<file path="src/rtl/dac_serial_tx_pkg.sv">
// Shared defaults and state encoding for the DDS-to-DAC serial transmitter.
package dac_serial_tx_pkg;

  localparam int unsigned DefWidth = 16;
  localparam int unsigned DefDiv   = 2;

  typedef enum logic {
    StIdle,
    StShift
  } state_e;

endpackage

</file>
<file path="src/rtl/dac_serial_tx_sclk_gen.sv">
// Serial bit-clock divider: sclk toggles every DIV enabled cycles, idles low when cleared.
module dac_serial_tx_sclk_gen
  import dac_serial_tx_pkg::*;
#(
  parameter int unsigned DIV = DefDiv
) (
  input  logic clk_i,
  input  logic reset_i,
  input  logic en_i,
  input  logic clr_i,
  output logic sclk_o,
  output logic rise_o,
  output logic fall_o
);

  localparam int unsigned CntW = (DIV > 1) ? $clog2(DIV) : 1;
  localparam logic [CntW-1:0] TermCnt = CntW'(DIV - 1);

  logic [CntW-1:0] div_q, div_d;
  logic            sclk_q, sclk_d;
  logic            tc;

  always_comb begin
    tc     = en_i && !clr_i && (div_q == TermCnt);
    div_d  = div_q;
    sclk_d = sclk_q;
    if (clr_i) begin
      div_d  = '0;
      sclk_d = 1'b0;
    end else if (en_i) begin
      if (tc) begin
        div_d  = '0;
        sclk_d = ~sclk_q;
      end else begin
        div_d = div_q + 1'b1;
      end
    end
  end

  always_ff @(posedge clk_i) begin
    if (reset_i) begin
      div_q  <= '0;
      sclk_q <= 1'b0;
    end else begin
      div_q  <= div_d;
      sclk_q <= sclk_d;
    end
  end

  assign sclk_o = sclk_q;
  assign rise_o = tc && !sclk_q;
  assign fall_o = tc && sclk_q;

endmodule

</file>
<file path="src/rtl/dac_serial_tx.sv">
// Captures DDS samples into a one-deep hold buffer and shifts them MSB-first to a serial DAC.
module dac_serial_tx
  import dac_serial_tx_pkg::*;
#(
  parameter int unsigned WIDTH = DefWidth,
  parameter int unsigned DIV   = DefDiv
) (
  input  logic             clk,
  input  logic             reset,
  input  logic [WIDTH-1:0] sample,
  input  logic             new_sample_ready,
  output logic             sclk,
  output logic             sdata,
  output logic             sync_n,
  output logic             busy,
  output logic             overrun
);

  localparam int unsigned CntW = $clog2(WIDTH);

  state_e           state_q, state_d;
  logic [WIDTH-1:0] hold_q, hold_d;
  logic [WIDTH-1:0] shift_q, shift_d;
  logic             hold_valid_q, hold_valid_d;
  logic [CntW-1:0]  bit_cnt_q, bit_cnt_d;
  logic             sync_n_q, sync_n_d;
  logic             sdata_q, sdata_d;
  logic             overrun_q, overrun_d;
  logic             load;
  logic             sclk_fall;
  logic             unused_sclk_rise;

  dac_serial_tx_sclk_gen #(
    .DIV(DIV)
  ) u_sclk_gen (
    .clk_i  (clk),
    .reset_i(reset),
    .en_i   (state_q == StShift),
    .clr_i  (state_q == StIdle),
    .sclk_o (sclk),
    .rise_o (unused_sclk_rise),
    .fall_o (sclk_fall)
  );

  assign load = (state_q == StIdle) && hold_valid_q;

  always_comb begin
    state_d      = state_q;
    hold_d       = hold_q;
    hold_valid_d = hold_valid_q;
    shift_d      = shift_q;
    bit_cnt_d    = bit_cnt_q;
    sync_n_d     = sync_n_q;
    sdata_d      = sdata_q;
    overrun_d    = overrun_q;

    if (load) hold_valid_d = 1'b0;
    // A strobe on the transfer edge refills hold without losing anything.
    if (new_sample_ready) begin
      hold_d       = sample;
      hold_valid_d = 1'b1;
      if (hold_valid_q && !load) overrun_d = 1'b1;
    end

    unique case (state_q)
      StIdle: begin
        if (hold_valid_q) begin
          shift_d   = hold_q;
          sdata_d   = hold_q[WIDTH-1];
          bit_cnt_d = CntW'(WIDTH - 1);
          sync_n_d  = 1'b0;
          state_d   = StShift;
        end
      end
      StShift: begin
        if (sclk_fall) begin
          if (bit_cnt_q != '0) begin
            shift_d   = shift_q << 1;
            sdata_d   = shift_q[WIDTH-2];
            bit_cnt_d = bit_cnt_q - 1'b1;
          end else begin
            sync_n_d = 1'b1;
            sdata_d  = 1'b0;
            state_d  = StIdle;
          end
        end
      end
    endcase
  end

  always_ff @(posedge clk) begin
    if (reset) begin
      state_q      <= StIdle;
      hold_q       <= '0;
      hold_valid_q <= 1'b0;
      shift_q      <= '0;
      bit_cnt_q    <= '0;
      sync_n_q     <= 1'b1;
      sdata_q      <= 1'b0;
      overrun_q    <= 1'b0;
    end else begin
      state_q      <= state_d;
      hold_q       <= hold_d;
      hold_valid_q <= hold_valid_d;
      shift_q      <= shift_d;
      bit_cnt_q    <= bit_cnt_d;
      sync_n_q     <= sync_n_d;
      sdata_q      <= sdata_d;
      overrun_q    <= overrun_d;
    end
  end

  assign sdata   = sdata_q;
  assign sync_n  = sync_n_q;
  assign busy    = (state_q == StShift) || hold_valid_q;
  assign overrun = overrun_q;

endmodule
</file>
<file path="config.mk">
export PLATFORM = sky130hd
export DESIGN_NAME = dac_serial_tx
export DESIGN_NICKNAME = d
export VERILOG_FILES = /design/src/rtl/dac_serial_tx_pkg.sv /design/src/rtl/dac_serial_tx_sclk_gen.sv /design/src/rtl/dac_serial_tx.sv
export SDC_FILE = /design/constraint.sdc
export NUM_CORES = 1
export LEC_CHECK = 0
export BUFFER_PORTS_ARGS = -buffer_cell sky130_fd_sc_hd__buf_2
export CAP_MARGIN = 20
export CORE_MARGIN = 2
export CORE_UTILIZATION = 38
export DETAILED_ROUTE_END_ITERATION = 8
export PLACE_DENSITY = 0.53
export SLEW_MARGIN = 25
export SYNTH_ARGS = -nofsm -noshare
export SYNTH_HDL_FRONTEND = slang
export SYNTH_SLANG_ARGS = --single-unit
</file>
<file path="constraint.sdc">
create_clock -name clk -period 2.41 [get_ports clk]
set_input_delay 0.241 -clock clk [delete_from_list [all_inputs] [get_ports clk]]
set_output_delay 0.241 -clock clk [all_outputs]
set_load 0.1 [all_outputs]
</file>
# [Yosys cells after proc, flatten, opt, wreduce, memory -nomap -nowiden]
# Cells that the tools add are included.
# Widths: inputs -> output; s select.
[classes] n_mux=22 addsub=2 eq_ne=4 reduce_logical=14 bitwise_logic=2
[op_table] op="$mux 15" n=3
[op_table] op="$pmux 15 s2" n=1
[op_table] op="$mux 4" n=3
[op_table] op="$mux 1" n=11
[op_table] op="$pmux 4 s2" n=1
[op_table] op="$pmux 1 s2" n=3
[op_table] op="$reduce_and 3->1" n=2
[op_table] op="$logic_and 1x1->1" n=4
[op_table] op="$ne 2x1->1 const B" n=2
[op_table] op="$ne 2x2->1 const B" n=2
[op_table] op="$reduce_and 2->1" n=2
[op_table] op="$reduce_bool 4->1" n=1
[op_table] op="$sub 4x1->4 const B" n=1
[op_table] op="$reduce_or 3->1" n=1
[op_table] op="$not 1->1" n=2
[op_table] op="$reduce_bool 2->1" n=1
[op_table] op="$reduce_or 2->1" n=1
[op_table] op="$add 1x1->1 const B" n=1
[op_table] op="$logic_not 1->1" n=1
[op_table] op="$logic_or 1x1->1" n=1
[totals] word_cells=54 output_inout_bits=5 regBits=42 inputBits=19

# [Longest topological paths before layout]
# Gate-level depths: netlist of the first run.
[logic_depth] depth_word=5 ltp_mapped=6 mapped_depth_nobuf=5

# [Cells and area by module]
# Synthesis of the first run repeated with hierarchy kept, for this count alone.
[unflattened] cells_unflattened=194 area_unflattened_um2=1905.6
[by_module_without_submodules] module="dac_serial_tx" seq_area_each_um2=800.8 cells_per_inst=183 area_per_inst_um2=1799.2 instances=1
[by_module_without_submodules] module="dac_serial_tx_sclk_gen" seq_area_each_um2=40.0 cells_per_inst=11 area_per_inst_um2=106.4 instances=1

# [Worst setup path before layout of the first run]
# Ideal clock, no wire load.
[synth_timing] kind="flip-flop to flip-flop" startpoint="register u_sclk_gen.sclk_q, in the netlist u_sclk_gen.sclk_o" endpoint="register bit_cnt_q[0]" t_arrival_ns=1.743 period_less_slack_ns=1.859 t_required_ns=2.294 stages_incl_launch_ff=6 n_path_buf=2 setup_ns=0.116 setup_slack_ns=0.551 cell_sequence="dfxtp_1 -> and3_1 -> buf_6 -> buf_6 -> nand4_1 -> o211a_1"
[synth_via] elab_chain_cells=3
[synth_rtl] item="start, declared" line="dac_serial_tx_sclk_gen.sv:20" rtl="logic sclk_q, sclk_d;"
[synth_rtl] item="start signal, assigned" line="dac_serial_tx_sclk_gen.sv:46" rtl="sclk_q <= sclk_d;"
[synth_rtl] item="$logic_and 1x1->1" line="dac_serial_tx_sclk_gen.sv:52" rtl="assign fall_o = tc && sclk_q;"
[synth_rtl] item="$ne 2x1->1 (no source line)"
[synth_rtl] item="$reduce_and 3->1 (no source line)"
[synth_rtl] item="end signal, assigned" line="dac_serial_tx.sv:106" rtl="bit_cnt_q <= bit_cnt_d;"
[synth_rtl] item="end, declared" line="dac_serial_tx.sv:25" rtl="logic [CntW-1:0] bit_cnt_q, bit_cnt_d;"
# No other way between the ends.
# A chain may end at the register's enable or synchronous reset.

# [Final worst setup path of the first run]
[layout_timing] startpoint="register state_q" endpoint="output busy"
[layout_via] elab_chain_cells=1
[layout_rtl] item="start, declared" line="dac_serial_tx.sv:21" rtl="state_e state_q, state_d;"
[layout_rtl] item="start signal, assigned" line="dac_serial_tx.sv:93" rtl="state_q <= StIdle;"
[layout_rtl] item="start signal, assigned" line="dac_serial_tx.sv:102" rtl="state_q <= state_d;"
[layout_rtl] item="$logic_or 1x1->1" line="dac_serial_tx.sv:115" rtl="assign busy = (state_q == StShift) || hold_valid_q;"
[layout_rtl] item="end, declared" line="dac_serial_tx.sv:15" rtl="output logic busy,"
# No other way between the ends.

==> metrics, run 1 <==
DP HPWL 2730 um; Worst-path clk slew 0.07 ns; Post-Syn Nets 206; fraction of synthesized area in multiplexers 15.7%; Max-Cap Viols 0; vias per inst 5.26; FMAX 492 MHz; gr usage total 15.8%; Setup crit end kind primary output; Comb pwr share 16.2%; RSZ-0062 raised after global routing false; number of remaining DRC errors 0; R2R Setup Slk 0.48 ns; complex-gate fraction of the synthesized area 21.2%; minimum clock period 2.03 ns; H-Tree Level Count 2; part of the power in registers 54.4%; core area 5040 um^2; crit path kind register to primary output; layout overhead on the synthesized area 8.83%; Skew-Pair Late Insertion Delay 0.29 ns; worst vdd ir 0.269 mV; total CTS buffers 5; PwrDens 670 nW/um^2; leakage power 0.963 nW; initial core utilization 38.8%; Critical Path Source Type register; Final nets 222; top cells by area, synth dfxtp_1 43%, mux2i_1 13%, o211a_1 6.1%; post-CTS setup buffers 0; site row count 26; CP arrival 1.79 ns; Synth Instances 186; first-pass GRT wire length 6890 um; Congestion Overflow GR 0; largest net degree at the start of global routing 31; Hold Path Class input port to register; storage element area 841 um^2; main combinational cell family by area after synthesis compound AO/OA/AOI/OAI gates; CTS tree built; cell taking the most area after synthesis dfxtp_1; Routed WL 3940 um; Slew @ Worst Pin 0.609 ns; worst slack, placed 0.496 ns; Synth top area share 43.0%; XOR/XNOR Fraction of Synth Area 0.448%; P_sw 388 uW; Yosys warning count 0; antenna cells 0; Rel. slew slack 59.4%; Placer Congestion 0.749; vias in the first global route 1451; Pre-Repair DR Iteration Count 4; status completed; I/O pin cnt 24; DR iter-0 viols 85; Multi-input gate area 963 um^2; Final WS setup 0.379 ns; Hold Fails Final Rpt 0; WL/cell 14.5 um; Internal Power 1.04 mW; initial antenna violation count 0; Avg Synthesized Cell Area 10.5 um^2; clock power share 29.5%; Post-Synth Adder-Cell Area 0.640%; flops & latches, synth 42; post-synthesis simple-gate area fraction 11.3%; post-CTS sizing 0; Setup Viol. Count Final 0; commonest non-fill, non-tap cell in the layout dfxtp_1; most frequent cells in the layout 42 x dfxtp_1, 25 x mux2i_1, 23 x buf_2; via count 1432; Clock Path Buffers 2; setup tns final 0 ns; worst-path maximum fanout 16; Clock Sinks 42; die area 5740 um^2; Routed Antenna Nets 0; # port buffers 23; Post-CTS Hold Buffers 0; Final Cycle Share 84.3%; fill cell count 510; Sw Share 27.2%; Die Wd 75.7 um; hold slack 0.184 ns; Cell variety after synth 40; Root Driver clkbuf_8; sequential-to-total area share from yosys stat 43.0%; Mapped Area 1960 um^2; die height 75.7 um; share of layout cells above drive strength 1 20.8%; clock skew 0.00397 ns; Final Max Tran Viols 0; Crit path required time 2.17 ns
worst max-delay path, stage by stage (launching register included):
cell and delay [ns]:
dfxtp_1 0.59, buf_4 0.31, or2_1 0.17, buf_2 0.43
cell usage after synthesis:
library cell and number:
a21oi_1 4, nor2b_2 1, and4bb_1 1, ha_1 1, o21ai_0 1, nand3_4 1
and3_1 2, a31oi_1 3, nor2_1 20, buf_2 4, a221oi_2 1, a211oi_1 10
or3b_1 1, o2bb2ai_1 1, buf_6 6, a31o_1 2, xnor2_1 1, clkbuf_1 3
o211ai_1 9, a21oi_4 1, o21ai_2 1, nor2b_1 1, mux2i_1 25, dfxtp_1 42
o32ai_2 1, o211a_1 12, buf_4 3, nand3b_1 1, nand4_1 2, nor3b_1 1
a21boi_1 1, or2_1 1, nand2_1 4, o31ai_1 1, nand4bb_1 1, inv_1 8
a221o_1 1, or3_1 1, mux2_2 5, nand2b_4 1
kinds of logic after synthesis:
logic type | Yosys count
AOI/OAI and AO/OA | 49
DFF | 42
and+or+nand+nor | 39
muxes | 30
buffers and inverters | 24
xor gates and xnor gates | 1
adders and majority gates | 1
state kept, by name, summed over array words and instances (netlist names):
name / cells
hold_valid_q: 1
state_q: 1
hold_q: 16
overrun: 1
shift_q: 15
u_sclk_gen.div_q: 1
sdata: 1
bit_cnt_q: 4
u_sclk_gen.sclk_o: 1
sync_n: 1
final cells by class:
type	count	share of cell area [%]
sequential	42	39.5
clock buffer	7	3.59
tap	70	4.12
inverter	8	1.41
multi-input combinational	120	45.3
timing repair buffer	25	6.11
final timing paths:
| check | from | endpoint | cells past startpoint |
|---|---|---|---|
| max | state_q | busy | 3 |
| min | sample[7] | hold_q[7] | 3 |
| max reg2reg | state_q | shift_q[10] | 4 |
| min reg2reg | shift_q[11] | shift_q[11] | 2 |
power groups by stage:
stage	Combinational, mW	Clock (mW)	Sequential [mW]
3_5_place_dp	0.231	0	0.791
3_3_place_gp	0.225	0	0.789
6_report	0.230	0.420	0.775
2_1_floorplan	0.181	0	0.794
4_1_cts	0.232	0.437	0.775
5_1_grt	0.256	0.474	0.782
stage by stage:
step	std cells	util (%)	area, um^2	total power [mW]
2_1_floorplan	186	-	1960	0.975
3_3_place_gp	265	40.7	2050	1.01
3_5_place_dp	265	40.7	2050	1.02
4_1_cts	272	42.2	2130	1.44
5_1_grt	272	42.2	2130	1.51
6_report	272	42.2	2130	1.43
layer usage:
metal / wire [um] / track usage, % / vias up
li1: - / - / 708
met1: 1990 / 21.7 / 692
met2: 1790 / 22.9 / 30
met3: 156 / 4.63 / 2
met4: 13 / 6.82 / 0
met5: 0 / 0 / -
(Power assumes the default switching activity.)
==> inputs of run 2 (changes only) <==
- PLACE_DENSITY: 0.53 -> 0.55
- clock period: 2.41 -> 1.8 ns (I/O delays scaled with it)
==> run 2 against run 1 <==
Compared with the run above: largest cell class unchanged; critical endpoint is now shift_q[2]; utilization grew 1.4 points; via count shrank 0.28%; total power grew 38%; register-to-register slack lost 0.22 ns; clock skew grew 0.0016 ns; worst setup slack lost 0.12 ns; cell area grew 3.2%; sequential power grew 33%; combinational power grew 41%; critical path type is now register to register; clock-buffer cell count is the same; critical path depth grew 3; sequential cell count is the same.
==> metrics, run 2 (synthesis gave the netlist of run 1 again) <==
post-CTS setup buffers 0 (unchanged); core area 5040 um^2 (unchanged); site row count 26 (unchanged); WHS Endpoint hold_q[4]; Crit path required time 2.03 ns (-0.14 ns); storage element area 842 um^2 (+0.15%); clock skew 0.00554 ns (+0.00157 ns); most frequent cells in the layout 41 x dfxtp_1, 25 x mux2i_1, 22 x buf_2; Setup Viol. Count Final 0 (unchanged); I/O pin cnt 24 (unchanged); Slew @ Worst Pin 0.534 ns (-0.0754 ns); Pre-Repair DR Iteration Count 4 (unchanged); Skew-Pair Late Insertion Delay 0.29 ns (about the same); Internal Power 1.44 mW (+39%); worst hold path depth 3 (unchanged); Non-Filler Instances 278 (+2.2%); vias per inst 5.14 (-2.4%); Worst-path clk slew 0.08 ns (about the same); FF-to-FF End shift_q[2]; Reg2Reg Depth 6 (+2); die area 5740 um^2 (unchanged); Critical Path Source Type register; P_sw 530 uW (+36%); initial antenna violation count 0 (unchanged); R2R Setup Slk 0.26 ns (-0.22 ns); CP arrival 1.77 ns (-0.02 ns); Clock Sinks 42 (unchanged); leakage power 1.00 nW (+4.2%); Clock Path Buffers 2 (unchanged); # port buffers 23 (unchanged); Final nets 227 (+2.3%); Hold Path Origin sample[4]; Hold Fails Final Rpt 0 (unchanged); crit path kind register to register; placed cells 270 (+1.9%); Multi-input gate area 963 um^2 (unchanged); PwrDens 898 nW/um^2 (+34%); clock power share 31.2% (+1.7 points); Rel. slew slack 64.4% (+5.0 points); commonest non-fill, non-tap cell in the layout dfxtp_1; DR iter-0 viols 66 (-22%); Routed WL 3800 um (-3.6%); DP HPWL 2740 um (about the same); Post-CTS Hold Buffers 0 (unchanged); RSZ-0062 raised after global routing false; worst-path maximum fanout 7 (-9); minimum clock period 1.54 ns; Congestion Overflow GR 0 (unchanged); WL/cell 13.7 um (-5.7%); share of layout cells above drive strength 1 24.0% (+3.2 points); antenna cells 0 (unchanged); via count 1428 (-0.28%); CTS tree built; Root Driver clkbuf_8; largest net degree at the start of global routing 30 (-3.2%); gr usage total 14.9% (-0.93 points); layout overhead on the synthesized area 12.3%; Routed Antenna Nets 0 (unchanged); max FFs per register 16 (unchanged); initial core utilization 38.8% (unchanged); post-CTS sizing 0 (unchanged); die height 75.7 um (unchanged); total CTS buffers 5 (unchanged); Final Cycle Share 85.3%; part of the power in registers 52.4% (-2.0 points); FMAX 651 MHz; first-pass GRT wire length 6420 um (-6.7%); Hold Path Class input port to register; Setup crit end kind register; Max-Cap Viols 0 (unchanged); Total Power 1.97 mW (+38%); Sw Share 26.8% (-0.41 points); Die Wd 75.7 um (unchanged); number of remaining DRC errors 0 (unchanged); status completed; setup tns final 0 ns (unchanged); RR Startpoint bit_cnt_q[0]; Placer Congestion 0.713 (-4.7%); Final Max Tran Viols 0 (unchanged); Largest regs hold_q: 16 flops, shift_q: 15 flops, bit_cnt_q: 4 flops; H-Tree Level Count 2 (unchanged); Comb pwr share 16.4% (+0.2 points); fill cell count 500 (-2.0%); worst vdd ir 0.440 mV (+64%); largest reg by FF count hold_q; vias in the first global route 1431 (-1.4%)
==> run 2: cell count changes in the layout (fill, tap and decap cells not counted), sizes merged <==
cell and change:
clkinv +1, buf +5
==> run 2: worst max-delay path, stage by stage (launching register included) <==
cell and delay [ns]:
dfxtp_1 0.33, inv_1 0.08, ha_1 0.25, nand4bb_1 0.29
buf_4 0.26, o211ai_1 0.10, o211a_1 0.17
==> run 2: power by group through the flow <==
stage	logic [mW]	clock network (mW)	registers, mW
after floorplan	0.243	0	1.06
after global routing	0.355	0.681	1.04
after CTS	0.327	0.637	1.03
final	0.324	0.616	1.03
after global placement	0.319	0	1.05
after detailed placement	0.326	0	1.06
==> run 2: how the worst max path moves through the flow <==
stage / start / to / slack, ns
2_1_floorplan: state_q / state_q / 0.07
3_3_place_gp: bit_cnt_q[0] / sdata / 0.29
3_5_place_dp: bit_cnt_q[0] / sdata / 0.27
4_1_cts: bit_cnt_q[0] / shift_q[7] / 0.26
5_1_grt: bit_cnt_q[0] / sdata / 0.14
6_report: bit_cnt_q[0] / shift_q[2] / 0.26
==> run 2: layout make-up <==
type / count / share of cell area (%)
Clock buffer: 7 / 3.93
Clock inverter: 1 / 0.228
Inverter: 8 / 1.37
Multi-Input combinational cell: 120 / 43.8
Sequential cell: 42 / 38.3
Tap cell: 70 / 3.99
Timing Repair Buffer: 30 / 8.31
==> run 2: per-stage QoR <==
step           setup slack (ns)  hold slack, ns  instance area [um^2]  utilization [%]
6_report                  0.264           0.117                  2200             43.6
5_1_grt                   0.137           0.116                  2200             43.6
4_1_cts                   0.256           0.117                  2200             43.6
3_5_place_dp              0.275           0.420                  2110             41.8
3_3_place_gp              0.294           0.415                  2110             41.8
2_1_floorplan            0.0693           0.327                  1960                -
==> run 2: layer usage <==
layer	GRT usage, %	routed length [um]	vias to the layer above
met5	0	0	-
met3	5.42	103	4
met4	6.04	48	0
li1	-	-	728
met1	17.2	1760	678
met2	24.8	1890	18
==> inputs of run 3 (changes only) <==
- CORE_UTILIZATION: 38 -> 49
- PLACE_DENSITY: 0.55 -> 0.69
- clock period: 1.8 -> 1.4 ns (I/O delays scaled with it)
==> run 3 against run 2 <==
Compared with the run above: utilization increased by 17 points; via count up 4.4%; total power rose by 28%; global-route usage grew 4.3 points; first-iteration DRC count decreased by 21%; critical endpoint is now busy; largest power group unchanged.
==> metrics, run 3 (synthesis gave the netlist of run 1 again) <==
status completed; via count 1491 (+4.4%); Crit path required time 1.26 ns (-0.77 ns); core area 3740 um^2 (-26%); Clock Path Buffers 2 (unchanged); Slew @ Worst Pin 0.498 ns (-0.0355 ns); R2R Setup Slk 0.04 ns (-0.23 ns); CP max stage cell dfxtp_2; die area 4510 um^2 (-21%); crit-path leading delay family flip-flops; Rel. slew slack 66.8% (+2.4 points); WHS Endpoint hold_q[6]; H-Tree Level Count 2 (unchanged); Root Driver clkbuf_8; Final Max Tran Viols 0 (unchanged); site row count 22 (-15%); die height 67.2 um (-11%); Final Cycle Share 97.3%; Buf/Inv on CP 2 (unchanged); vias per inst 5.63 (+9.5%); RR Startpoint bit_cnt_q[1]; Internal Power 1.84 mW (+27%); Largest regs hold_q: 16 flops, shift_q: 15 flops, bit_cnt_q: 4 flops; Setup Viol. Count Final 0 (unchanged); part of the power in registers 52.2% (-0.2 points); Design Area, Final 2280 um^2 (+3.8%); clock skew 0.00538 ns (-0.000159 ns); initial core utilization 52.2% (+13 points); Final nets 237 (+4.4%); P_sw 696 uW (+31%); vias in the first global route 1434 (+0.21%); # port buffers 23 (unchanged); Congestion Overflow GR 0 (unchanged); Multi-input gate area 995 um^2 (+3.2%); share of layout cells above drive strength 1 32.7% (+8.7 points); RSZ-0062 raised after global routing true; Skew-Pair Late Insertion Delay 0.29 ns (about the same); storage element area 847 um^2 (+0.59%); worst vdd ir 0.628 mV (+43%); worst hold path depth 3 (unchanged); CP arrival 1.22 ns (-0.55 ns); Reg2Reg Depth 5 (-1); CP peak stage delay 0.34 ns (about the same); WL/cell 14.4 um (+5.6%); DP HPWL 2720 um (-0.62%); crit path kind register to primary output; max FFs per register 16 (unchanged); Worst-path clk slew 0.08 ns (about the same); minimum clock period 1.36 ns; Hold Fails Final Rpt 0 (unchanged); Pre-Repair DR Iteration Count 4 (unchanged); Hold Path Origin sample[6]; number of remaining DRC errors 0 (unchanged); fill cell count 346 (-31%); Setup crit end kind primary output; worst-path maximum fanout 19 (+12); Sw Share 27.5% (+0.61 points); most frequent cells in the layout 39 x dfxtp_1, 25 x mux2i_1, 22 x buf_2; Clock Sinks 42 (unchanged); layout overhead on the synthesized area 16.6%; FF-to-FF End sdata; clock power share 28.7% (-2.5 points); Comb pwr share 19.1% (+2.7 points); DR iter-0 viols 52 (-21%); first-pass GRT wire length 6510 um (+1.4%); Placer Congestion 0.787 (+10%); worst-path cell chain buf_12, or2_4, buf_12; Routed Antenna Nets 0 (unchanged); CTS tree built; total CTS buffers 5 (unchanged); PwrDens 1110 nW/um^2 (+24%); initial antenna violation count 0 (unchanged); largest reg by FF count hold_q; Total Power 2.53 mW (+28%); I/O pin cnt 24 (unchanged); antenna cells 0 (unchanged); setup tns final 0 ns (unchanged); Max-Cap Viols 0 (unchanged); Critical Path Source Type register; largest net degree at the start of global routing 30 (unchanged); commonest non-fill, non-tap cell in the layout dfxtp_1; gr usage total 19.2% (+4.3 points); WP depth 3 (-3); Die Wd 67.2 um (-11%); post-place instance area 2160 um^2 (+2.4%); leakage power 1.05 nW (+5.1%); FMAX 734 MHz; Hold Path Class input port to register; Routed WL 3830 um (+0.63%); Worst path most repeated cell buf_12
run 3: how the worst max path moves through the flow:
stage	start	endpoint	slack (ns)
after detailed placement	bit_cnt_q[1]	sdata	-0.07
final	state_q	busy	0.04
after global placement	bit_cnt_q[0]	sdata	-0.03
after global routing	bit_cnt_q[1]	sdata	-0.02
after floorplan	bit_cnt_q[0]	sdata	0.01
after CTS	state_q	busy	0.01
run 3: layout make-up:
type	instances	area share, %
Timing Repair Buffer	40	11.8
Clock buffer	5	3.02
Inverter	8	1.32
Sequential cell	42	37.1
Clock inverter	2	0.439
Tap cell	48	2.63
Multi-Input combinational cell	120	43.6
run 3: worst min-delay path, cell delays in order:
cell and delay [ns]:
buf_2 0.07, mux2i_1 0.05, nor2_1 0.07
run 3: metal layers:
layer | up-vias | wire, um | share of wire, % | track usage, %
met1 | 708 | 1690 | 44 | 24.2
met2 | 35 | 1900 | 50 | 30.7
met5 | - | 0 | 0 | 0
li1 | 741 | - | - | -
met4 | 0 | 76 | 2.0 | 10.5
met3 | 7 | 158 | 4.1 | 4.00
run 3: timing repair:
item,4_1_cts,5_1_grt
setup buffers,0,2
endpoints found under the setup margin,14,18
hold buffers,0,0
pin swaps,1,4
gates resized for setup,6,6
run 3: metrics by stage:
step	worst slack, ns	util (%)	instances	hold WS (ns)
global route	-0.0164	60.9	265	0.0805
floorplan	0.0129	-	186	0.287
detailed placement	-0.0745	57.6	256	0.382
CTS	0.0117	60.2	263	0.0745
finish	0.0379	60.9	265	0.0766
global placement	-0.0267	57.6	256	0.374
run 3: power groups by stage:
stage	logic [mW]	registers, mW	clock network, mW
5_1_grt	0.528	1.33	0.808
3_3_place_gp	0.440	1.34	0
3_5_place_dp	0.456	1.35	0
2_1_floorplan	0.315	1.36	0
4_1_cts	0.474	1.32	0.749
6_report	0.483	1.32	0.728
